## src/rtl/fifo_rd_stream.sv

```systemverilog
// fifo_rd_stream: credit-gated drain of a synchronous FIFO into a 2-entry skid buffer, re-presented as valid/ready.
// Define BEAT_CNT_EN to add the saturating beat_cnt output; define SIM to enable the internal overflow assertion.
module fifo_rd_stream #(
  parameter int FIFO_WIDTH = 16,
  parameter int CNT_WIDTH  = 16
) (
  input  logic                  clk,
  input  logic                  rst,
  input  logic                  fifo_empty,
  input  logic [FIFO_WIDTH-1:0] fifo_data_out,
  input  logic                  fifo_underflow,
  output logic                  fifo_rd_en,
  output logic                  m_valid,
  output logic [FIFO_WIDTH-1:0] m_data,
  input  logic                  m_ready,
  output logic                  rd_err
`ifdef BEAT_CNT_EN
  ,
  output logic [CNT_WIDTH-1:0]  beat_cnt
`endif
);

  typedef enum logic [1:0] {EMPTY = 2'd0, ONE = 2'd1, TWO = 2'd2} occ_e;

  occ_e                       occ, occ_nxt;
  logic                       rd_v_q;
  logic                       pop, cap;
  logic [2:0]                 credit;
  logic [1:0][FIFO_WIDTH-1:0] mem;
  logic                       hd, tl;

  assign pop = m_valid & m_ready;
  assign cap = rd_v_q;

  // Slots committed after this edge: held beats plus the one in flight, minus the one leaving.
  assign credit     = {1'b0, occ} + {2'b00, rd_v_q} - {2'b00, pop};
  assign fifo_rd_en = !rst & !fifo_empty & (credit < 3'd2);

  always_comb begin
    occ_nxt = occ;
    case (occ)
      EMPTY:   if (cap) occ_nxt = ONE;
      ONE: begin
        if (cap && !pop)      occ_nxt = TWO;
        else if (!cap && pop) occ_nxt = EMPTY;
      end
      TWO:     if (pop && !cap) occ_nxt = ONE;
      default: occ_nxt = EMPTY;
    endcase
  end

  always_ff @(posedge clk) begin
    if (rst) begin
      occ    <= EMPTY;
      rd_v_q <= 1'b0;
      hd     <= 1'b0;
      tl     <= 1'b0;
      mem    <= '0;
      rd_err <= 1'b0;
    end else begin
      occ    <= occ_nxt;
      rd_v_q <= fifo_rd_en;
      if (cap) begin
        mem[tl] <= fifo_data_out;
        tl      <= ~tl;
      end
      if (pop) hd <= ~hd;
      rd_err <= rd_err | fifo_underflow;
    end
  end

  // hd == tl whenever the buffer is empty, so a fresh capture lands directly at the head.
  assign m_valid = (occ != EMPTY);
  assign m_data  = mem[hd];

`ifdef BEAT_CNT_EN
  always_ff @(posedge clk) begin
    if (rst)                           beat_cnt <= '0;
    else if (pop && (beat_cnt != '1))  beat_cnt <= beat_cnt + 1'b1;
  end
`else
  logic unused_cnt_cfg;
  assign unused_cnt_cfg = ^CNT_WIDTH;
`endif

`ifdef SIM
  always_ff @(posedge clk) begin
    if (!rst) assert (!(occ == TWO && cap)) else $error("capture into full skid buffer");
  end
`endif

endmodule
```

## config.mk

```make
export PLATFORM = sky130hd
export DESIGN_NAME = fifo_rd_stream
export DESIGN_NICKNAME = d
export VERILOG_FILES = /design/src/rtl/fifo_rd_stream.sv
export SDC_FILE = /design/constraint.sdc
export NUM_CORES = 1
export LEC_CHECK = 0
export ABC_CLOCK_PERIOD_IN_PS = 2530
export CORE_UTILIZATION = 48
export CTS_CLUSTER_DIAMETER = 60
export DETAILED_ROUTE_END_ITERATION = 10
export GPL_ROUTABILITY_DRIVEN = 0
export PLACE_DENSITY = 0.78
export SYNTH_ARGS = -nofsm -noshare
export SYNTH_HDL_FRONTEND = slang
export SYNTH_SLANG_ARGS = --single-unit
```

## constraint.sdc

```tcl
create_clock -name clk -period 2.53 [get_ports clk]
set_input_delay 0.3795 -clock clk [delete_from_list [all_inputs] [get_ports clk]]
set_output_delay 0.3795 -clock clk [all_outputs]
set_load 0.05 [all_outputs]
```

=== Word-level counts from Yosys, hierarchy flattened ===
Index checks and enable logic that the tools add are counted.

* Word-level logic and storage cells: 44
* Output and inout bits: 19
* Input port bits: 21
* Flip-flop bits (word level): 38

* Order comparisons: 4
* Bitwise gates (word level): 6
* Reductions and logical operators: 10
* $add $sub $neg: 2
* Multiplexer cells: 10
* Eq/ne operators: 5

{| class="wikitable"
|+ Operator list
! operator !! number
|-
| $mux 16 || 3
|-
| $bwmux 32 || 1
|-
| $demux 16 s1 || 1
|-
| $mux 2 || 4
|-
| $pmux 2 s3 || 1
|-
| $logic_not 1->1 || 4
|-
| $lt 1x2->1 const B || 2
|-
| $ne 2x2->1 const B || 2
|-
| $add 2x1->3 || 1
|-
| $and 1x1->1 || 3
|-
| $logic_and 1x1->1 || 3
|-
| $lt 3x2->1 const B || 1
|-
| $ne 3x3->1 const B || 1
|-
| $reduce_and 3->1 || 1
|-
| $sub 3x1->3 || 1
|-
| $eq 2x1->1 const B || 1
|-
| $eq 2x2->1 const B || 1
|-
| $logic_not 2->1 || 1
|-
| $not 1->1 || 2
|-
| $reduce_bool 2->1 || 1
|-
| $ge 1x1->1 const B || 1
|-
| $or 1x1->1 || 1
|}

=== Depth between registers and ports, before layout ===
Gate-level depths: netlist of run 1.

* Depth in word-level cells: 6
* Depth in mapped cells: 6
* Depth with buffers taken out: 6

=== Worst setup path before layout of run 1 ===
No wires, ideal clock.

* Path type: register to output
* Start: register occ[1]
* End: output fifo_rd_en
* Required time: 2151 ps
* Arrival: 3247 ps
* Path buffers: 0
* Cell stages (with the launch flop): 7
* Setup slack: -1097 ps
* Cells stage by stage: dfxtp_1 > o21ai_0 > ha_1 > nand2b_1 > fa_1 > xor2_1 > nor4b_1

* Word-level cells in the longest chain between the ends: 5
* Elaborated cells on any way between the ends: 6
* Classes of those cells: 2 x add/sub; 1 x order compare; 2 x bitwise; 1 x reduce/logical

{| class="wikitable"
|+ RTL lines
! element !! RTL line !! text
|-
| from (decl) || 25 || <nowiki>occ_e occ, occ_nxt;</nowiki>
|-
| from (signal assigned) || 61 || <nowiki>occ <= occ_nxt;</nowiki>
|-
| parallel branches: the longest is 2 deep, another holds $add 2x1->3 || -- ||
|-
| $sub 3x1->3 * || 36 || <nowiki>assign credit = {1'b0, occ} + {2'b00, rd_v_q} - {2'b00, pop};</nowiki>
|-
| $lt 3x2->1 * || 37 || <nowiki>assign fifo_rd_en = !rst & !fifo_empty & (credit < 3'd2);</nowiki>
|-
| $and 1x1->1 * || 37 ||
|-
| to (decl) || 12 || <nowiki>output logic fifo_rd_en,</nowiki>
|}

Every way passes the cells marked *.

=== Final worst setup path of run 1 ===
Same ends and word-level chain as after synthesis.

==> results of run 1 <==
-- placed cells by master (no fill, tap or decap), types with 2 or more instances in the layout --
cell type        count
mux2_2              16
dfxtp_4              2
nand2b_1             2
clkdlybuf4s50_1     34
nor2_1               4
a21oi_1             33
dfxtp_1             35
clkbuf_4             5
nand2_1             65
nand2b_4             2
clkbuf_1             2
buf_4               13
-- area by class of cell --
cell class                 count  area (um^2)  share of cell area [%]
inverter                       1         3.75                   0.169
sequential                    38          769                    34.7
timing repair buffer          50          478                    21.6
clock buffer                   8         70.1                    3.16
tap                           44         55.1                    2.49
multi-input combinational    138          838                    37.9
-- Yosys cell counts, types with 2 or more instances --
cell,number
nand2_1,65
mux2_2,16
buf_6,2
nor4b_1,2
clkbuf_1,2
a21oi_1,33
nor2_1,4
buf_4,4
dfxtp_1,38
buf_2,4
xor2_1,2
nand2b_1,3
-- worst reg2reg max path, delay by kind of cell (launching register included) --
kind            cells  cell delay, ps
compound gates      1             170
xor+xnor            1             170
flops               1             370
fa+ha+maj           2             590
simple gates        2             380
-- state kept, by name, indices dropped and copies added (netlist names) --
name    flops
mem        32
occ         2
cap         1
hd          1
rd_err      1
tl          1
-- how the worst max path moves through the flow --
stage,to,cells past startpoint
6_report,fifo_rd_en,7
5_1_grt,fifo_rd_en,7
4_1_cts,fifo_rd_en,7
3_5_place_dp,fifo_rd_en,8
3_3_place_gp,fifo_rd_en,8
2_1_floorplan,fifo_rd_en,6
-- metal layers --
| metal | track usage [%] | vias up | share of wire [%] |
|---|---|---|---|
| li1 | - | 712 | - |
| met1 | 24.9 | 681 | 41 |
| met2 | 41.8 | 36 | 52 |
| met3 | 6.71 | 7 | 4.4 |
| met4 | 12.6 | 0 | 2.0 |
| met5 | 0 | - | 0 |
-- stage by stage --
step,hold WS [ps],util (%)
floorplan,433,-
global placement,438,66.0
detailed placement,444,66.0
CTS,460,70.0
global route,484,70.8
finish,456,70.8
-- repair_timing --
action,4_1_cts,5_1_grt
hold buffers,0,0
setup endpoints to repair,1,1
buffers inserted,5,0
pin swaps,4,0
cloned,0,0
gates resized for setup,5,4
-- power breakdown --
group          switching, W  total (W)  leakage (nW)  internal [W]
clock network      0.000195   0.000365        0.0377      0.000170
registers         0.0000175   0.000641         0.311      0.000624
logic              0.000162   0.000289         0.472      0.000127
-- cell families (layout without fill, tap and decap cells) --
kind of cell	after synthesis	after routing	synth area share, %
and+or+nand+nor	81	81	21.8
DFF	38	38	46.7
AOI/OAI and AO/OA	36	36	11.3
muxes	17	17	11.7
buffers and inverters	14	59	5.38
adders and majority gates	2	2	2.00
xor gates and xnor gates	2	2	1.08
==> metrics.md, run 1 <==
| Metric | Value |
|---|---|
| Power Total | `0.00130 W` |
| RSZ-0062 raised after global routing | `true` |
| Worst path cell trace | `o21ai_4 -> ha_4 -> nand2b_4 -> fa_2 -> xor2_2 -> nor4b_4 -> buf_12` |
| Area grow syn2layout | `36.0%` |
| Post-Layout Cell Count | `279` |
| Fin crit share | `103%` |
| H-tree depth | `2` |
| Post-Syn Instances | `190` |
| Syn. warnings | `0` |
| Yosys top cell by area | `dfxtp_1` |
| TritonCTS buffer count | `5` |
| Worst R2R Path Depth | `6` |
| Library cells used by synthesis | `27` |
| Ys async rst share | `0%` |
| #FFs+latches synth | `38` |
| Clock latency on the worst-skew pair | `350 ps` |
| Hold Path Class | `register to register` |
| Io pins | `40` |
| Status | `complete, but fails checks` |
| Placed Area | `2060 um^2` |
| Port bufs | `39` |
| Row cnt | `20` |
| Initial DRC count | `87` |
| Worst IR Drop VDD | `0.000404 V` |
| Layout Nets | `257` |
| Critical path required time | `2150 ps` |
| Dpl hpwl | `2590 um` |
| Mapped Nets | `213` |
| Max Cap Viol | `0` |
| Critical path fanouts, max | `3` |
| Clock Tree Root | `clkbuf_4` |
| Vias | `1436` |
| Core area | `3130 um^2` |
| Failing checks | `negative setup slack` |
| Worst Skew | `12.7 ps` |
| Sequential fraction of the synthesis area | `46.7%` |
| DR WL/cell | `14.1 um` |
| Clk buf depth | `2` |
| Crit start category | `register` |
| Crit path time final | `2610 ps` |
| Fmax | `383 MHz` |
| Clk pin slew, worst setup/hold paths | `100 ps` |
| Crit path buf inv count | `1` |
| Dpl ws | `-353 ps` |
| Largest net degree at the start of global routing | `40` |
| Antenna violations before repair | `0` |
| GRT Overall Usage | `23.6%` |
| Worst min-delay path startpoint | `mem[28]` |
| EDFF count, synth | `0` |
| Sink Count | `38` |
| Initial Utilization | `52.0%` |
| Final TNS setup | `-79.1 ps` |
| Mapped cell area | `1630 um^2` |
| Chip Width | `60.2 um` |
| Post-Place Cells | `266` |
| Final hold vios | `0` |
| Vias/cell | `5.15` |
| FF-to-FF End | `cap` |
| Worst Setup SP | `occ[1]` |
| Hold Path Depth | `2` |
| Final Max Slew Viols | `0` |
| Vias in the first global route | `1421` |
| Antenna-violating nets left | `0` |
| CP delay by family, top | `adder cells` |
| Fillcell total | `274` |
| Setup crit end kind | `primary output` |
| Final setup fails | `1` |
| Largest stage delay on the critical path | `370 ps` |
| Max transition margin | `54.6%` |
| Total inserted antenna cells | `0` |
| Grt total ovfl | `0` |
| Fin area | `2210 um^2` |
| DRC | `0` |
| Data arrival, critical path | `2230 ps` |
| Post-synth top area share | `46.7%` |
| Die H | `60.2 um` |
| Pwr dens | `585 nW/um^2` |
| Crit path setup slack, layout | `-79.1 ps` |
| CP max-delay cell | `dfxtp_4` |
| Ys flop type | `dfxtp_1` |
| Die area | `3630 um^2` |
| Setup slack, reg-to-reg | `750 ps` |
| P_leak | `0.821 nW` |
| Top post-synthesis cells by area | `dfxtp_1 47%, nand2_1 15%, mux2_2 11%, a21oi_1 10%, buf_4 1.8%` |
| DRT Wirelength | `3940 um` |
| Share of cells above drive strength 1 | `20.4%` |
| Mean Syn Cell Area | `8.57 um^2` |
| First-pass GRT wire length | `6130 um` |
| Worst r2r src | `occ[1]` |
| DRT Pass-1 Iters | `5` |
| Hold endpoint | `mem[28]` |
| CTS tree | `done` |
| Critical path type | `register to primary output` |
| Worst Tran Pin Value | `681 ps` |
(Power assumes the default switching activity.)
==> run 2: changes to the inputs <==
==> constraint.sdc (replaced) <==
create_clock -name clk -period 2.53 [get_ports clk]
set_input_delay 0.253 -clock clk [delete_from_list [all_inputs] [get_ports clk]]
set_output_delay 0.253 -clock clk [all_outputs]
set_load 0.05 [all_outputs]
==> metrics.md, run 2 (synthesis gave the netlist of run 1 again) <==
| Metric | Value |
|---|---|
| Largest stage delay on the critical path | `380 ps` |
| Io pins | `40` |
| Worst min-delay path startpoint | `mem[21]` |
| CTS tree | `done` |
| Final TNS setup | `0 ps` |
| H-tree depth | `2` |
| CP max-delay cell | `dfxtp_4` |
| Crit path time final | `2500 ps` |
| Initial DRC count | `77` |
| Clk buf depth | `2` |
| Dpl hpwl | `2450 um` |
| Worst IR Drop VDD | `0.000447 V` |
| Vias/cell | `5.15` |
| Share of cells above drive strength 1 | `20.0%` |
| RSZ-0062 raised after global routing | `true` |
| DRT Wirelength | `3840 um` |
| Crit path setup slack, layout | `25.6 ps` |
| CP delay by family, top | `adder cells` |
| DR WL/cell | `13.8 um` |
| Commonest non-fill, non-tap cell in the layout | `nand2_1` |
| Status | `finished clean` |
| Vias in the first global route | `1456` |
| Reg with most FFs | `mem` |
| Hold_ws | `461 ps` |
| Area grow syn2layout | `39.7%` |
| Largest net degree at the start of global routing | `38` |
| Total inserted antenna cells | `0` |
| Crit start category | `register` |
| Port bufs | `39` |
| Final Max Slew Viols | `0` |
| DRT Pass-1 Iters | `4` |
| Pwr dens | `644 nW/um^2` |
| Die area | `3630 um^2` |
| Critical path fanouts, max | `2` |
| Worst Skew | `8.00 ps` |
| Worst path cell trace | `o21ai_4 -> ha_4 -> nand2b_4 -> fa_2 -> xor2_4 -> nor4b_4 -> buf_12` |
| Core area | `3130 um^2` |
| Largest register FFs | `32` |
| Fmax | `399 MHz` |
| Initial Utilization | `52.0%` |
| Sink Count | `38` |
| P_leak | `0.837 nW` |
| Crit path buf inv count | `1` |
| DRC | `0` |
| Worst r2r src | `occ[1]` |
| Critical path required time | `2280 ps` |
| Max transition margin | `51.8%` |
| Vias | `1436` |
| Setup crit end kind | `primary output` |
| Worst Setup SP | `occ[1]` |
| Antenna violations before repair | `0` |
| Worst Tran Pin Value | `723 ps` |
| Max Cap Viol | `0` |
| GRT Overall Usage | `24.0%` |
| Grt total ovfl | `0` |
| Hold Path Class | `register to register` |
| Critical path type | `register to primary output` |
| Layout Nets | `257` |
| Fillcell total | `257` |
| Clk pin slew, worst setup/hold paths | `110 ps` |
| Leading registers by flop count | `mem: 32 flops, occ: 2 flops` |
| Chip Width | `60.2 um` |
| Final setup fails | `0` |
| Clock latency on the worst-skew pair | `340 ps` |
| Dpl ws | `-171 ps` |
| Row cnt | `20` |
| Final hold vios | `0` |
| Die H | `60.2 um` |
| TritonCTS buffer count | `5` |
| Util after Layout | `72.7%` |
| Data arrival, critical path | `2250 ps` |
| Most frequent cells in the layout | `65 x nand2_1, 37 x clkdlybuf4s50_1, 35 x dfxtp_1, 33 x a21oi_1, 16 x mux2_2` |
| Fin crit share | `99.0%` |
| Antenna-violating nets left | `0` |
| First-pass GRT wire length | `6300 um` |
| Clock Tree Root | `clkbuf_4` |
-- run 2: changes by cell type in the layout (fill, tap and decap cells not counted) --
cell and delta:
xor2_2 -1, xor2_4 +1, buf_4 -3, clkdlybuf4s50_1 +3
clkbuf_16 -1, bufinv_16 +2, clkbuf_8 +1, clkbuf_1 -2
-- run 2: timing repair --
action                     CTS  global route
setup endpoints to repair    1             1
setup buffers                3             1
hold buffers                 0             0
gates cloned                 0             0
pin swaps                    4             4
hold endpoints to repair     0             0
gates resized for setup     14             2
-- run 2: report_power, final --
group / leakage [nW] / switching, W / internal, W / total, W
clock network: 0.0585 / 0.000198 / 0.000335 / 0.000533
registers: 0.311 / 0.0000195 / 0.000624 / 0.000644
logic: 0.468 / 0.000160 / 0.000129 / 0.000289
-- run 2: area by class of cell --
cell class / instances / area (um^2) / share of cell area [%]
multi-input combinational: 138 / 850 / 37.3
sequential: 38 / 769 / 33.8
timing repair buffer: 50 / 485 / 21.3
clock inverter: 2 / 60.1 / 2.64
tap: 44 / 55.1 / 2.42
clock buffer: 6 / 51.3 / 2.26
inverter: 1 / 3.75 / 0.165
-- run 2: worst min-delay path, stage by stage (launching register included) --
cell and delay (ps):
dfxtp_1 330, nand2_1 50, a21oi_1 50
-- run 2: per-stage QoR --
step / power [W] / cells / cell area [um^2]
after floorplan: 0.000828 / 190 / 1640
after global placement: 0.000917 / 267 / 2070
after detailed placement: 0.000927 / 267 / 2070
after CTS: 0.00147 / 278 / 2250
after global routing: 0.00152 / 279 / 2270
final: 0.00147 / 279 / 2270
-- run 2: worst paths after layout --
check / endpoint / slack [ps] / cells past startpoint
max: fifo_rd_en / 30 / 7
min: mem[21] / 460 / 2
max reg2reg: cap / 720 / 6
min reg2reg: mem[21] / 460 / 2
-- run 2: per-layer routing --
layer / vias up / routed length [um] / track usage [%]
met2: 39 / 1990 / 42.4
met5: - / 0 / 0
met4: 0 / 53 / 8.64
met3: 8 / 172 / 7.58
met1: 676 / 1630 / 26.7
li1: 713 / - / -
==> run 3: changes to the inputs <==
--- a/config.mk
+++ b/config.mk
@@ -11,6 +11,7 @@
 export DETAILED_ROUTE_END_ITERATION = 10
 export GPL_ROUTABILITY_DRIVEN = 0
 export PLACE_DENSITY = 0.78
+export SLEW_MARGIN = 20
 export SYNTH_ARGS = -nofsm -noshare
 export SYNTH_HDL_FRONTEND = slang
 export SYNTH_SLANG_ARGS = --single-unit
==> results of run 3 <==
Same layout as run 2: the final DEF is identical, and so are final timing and power.
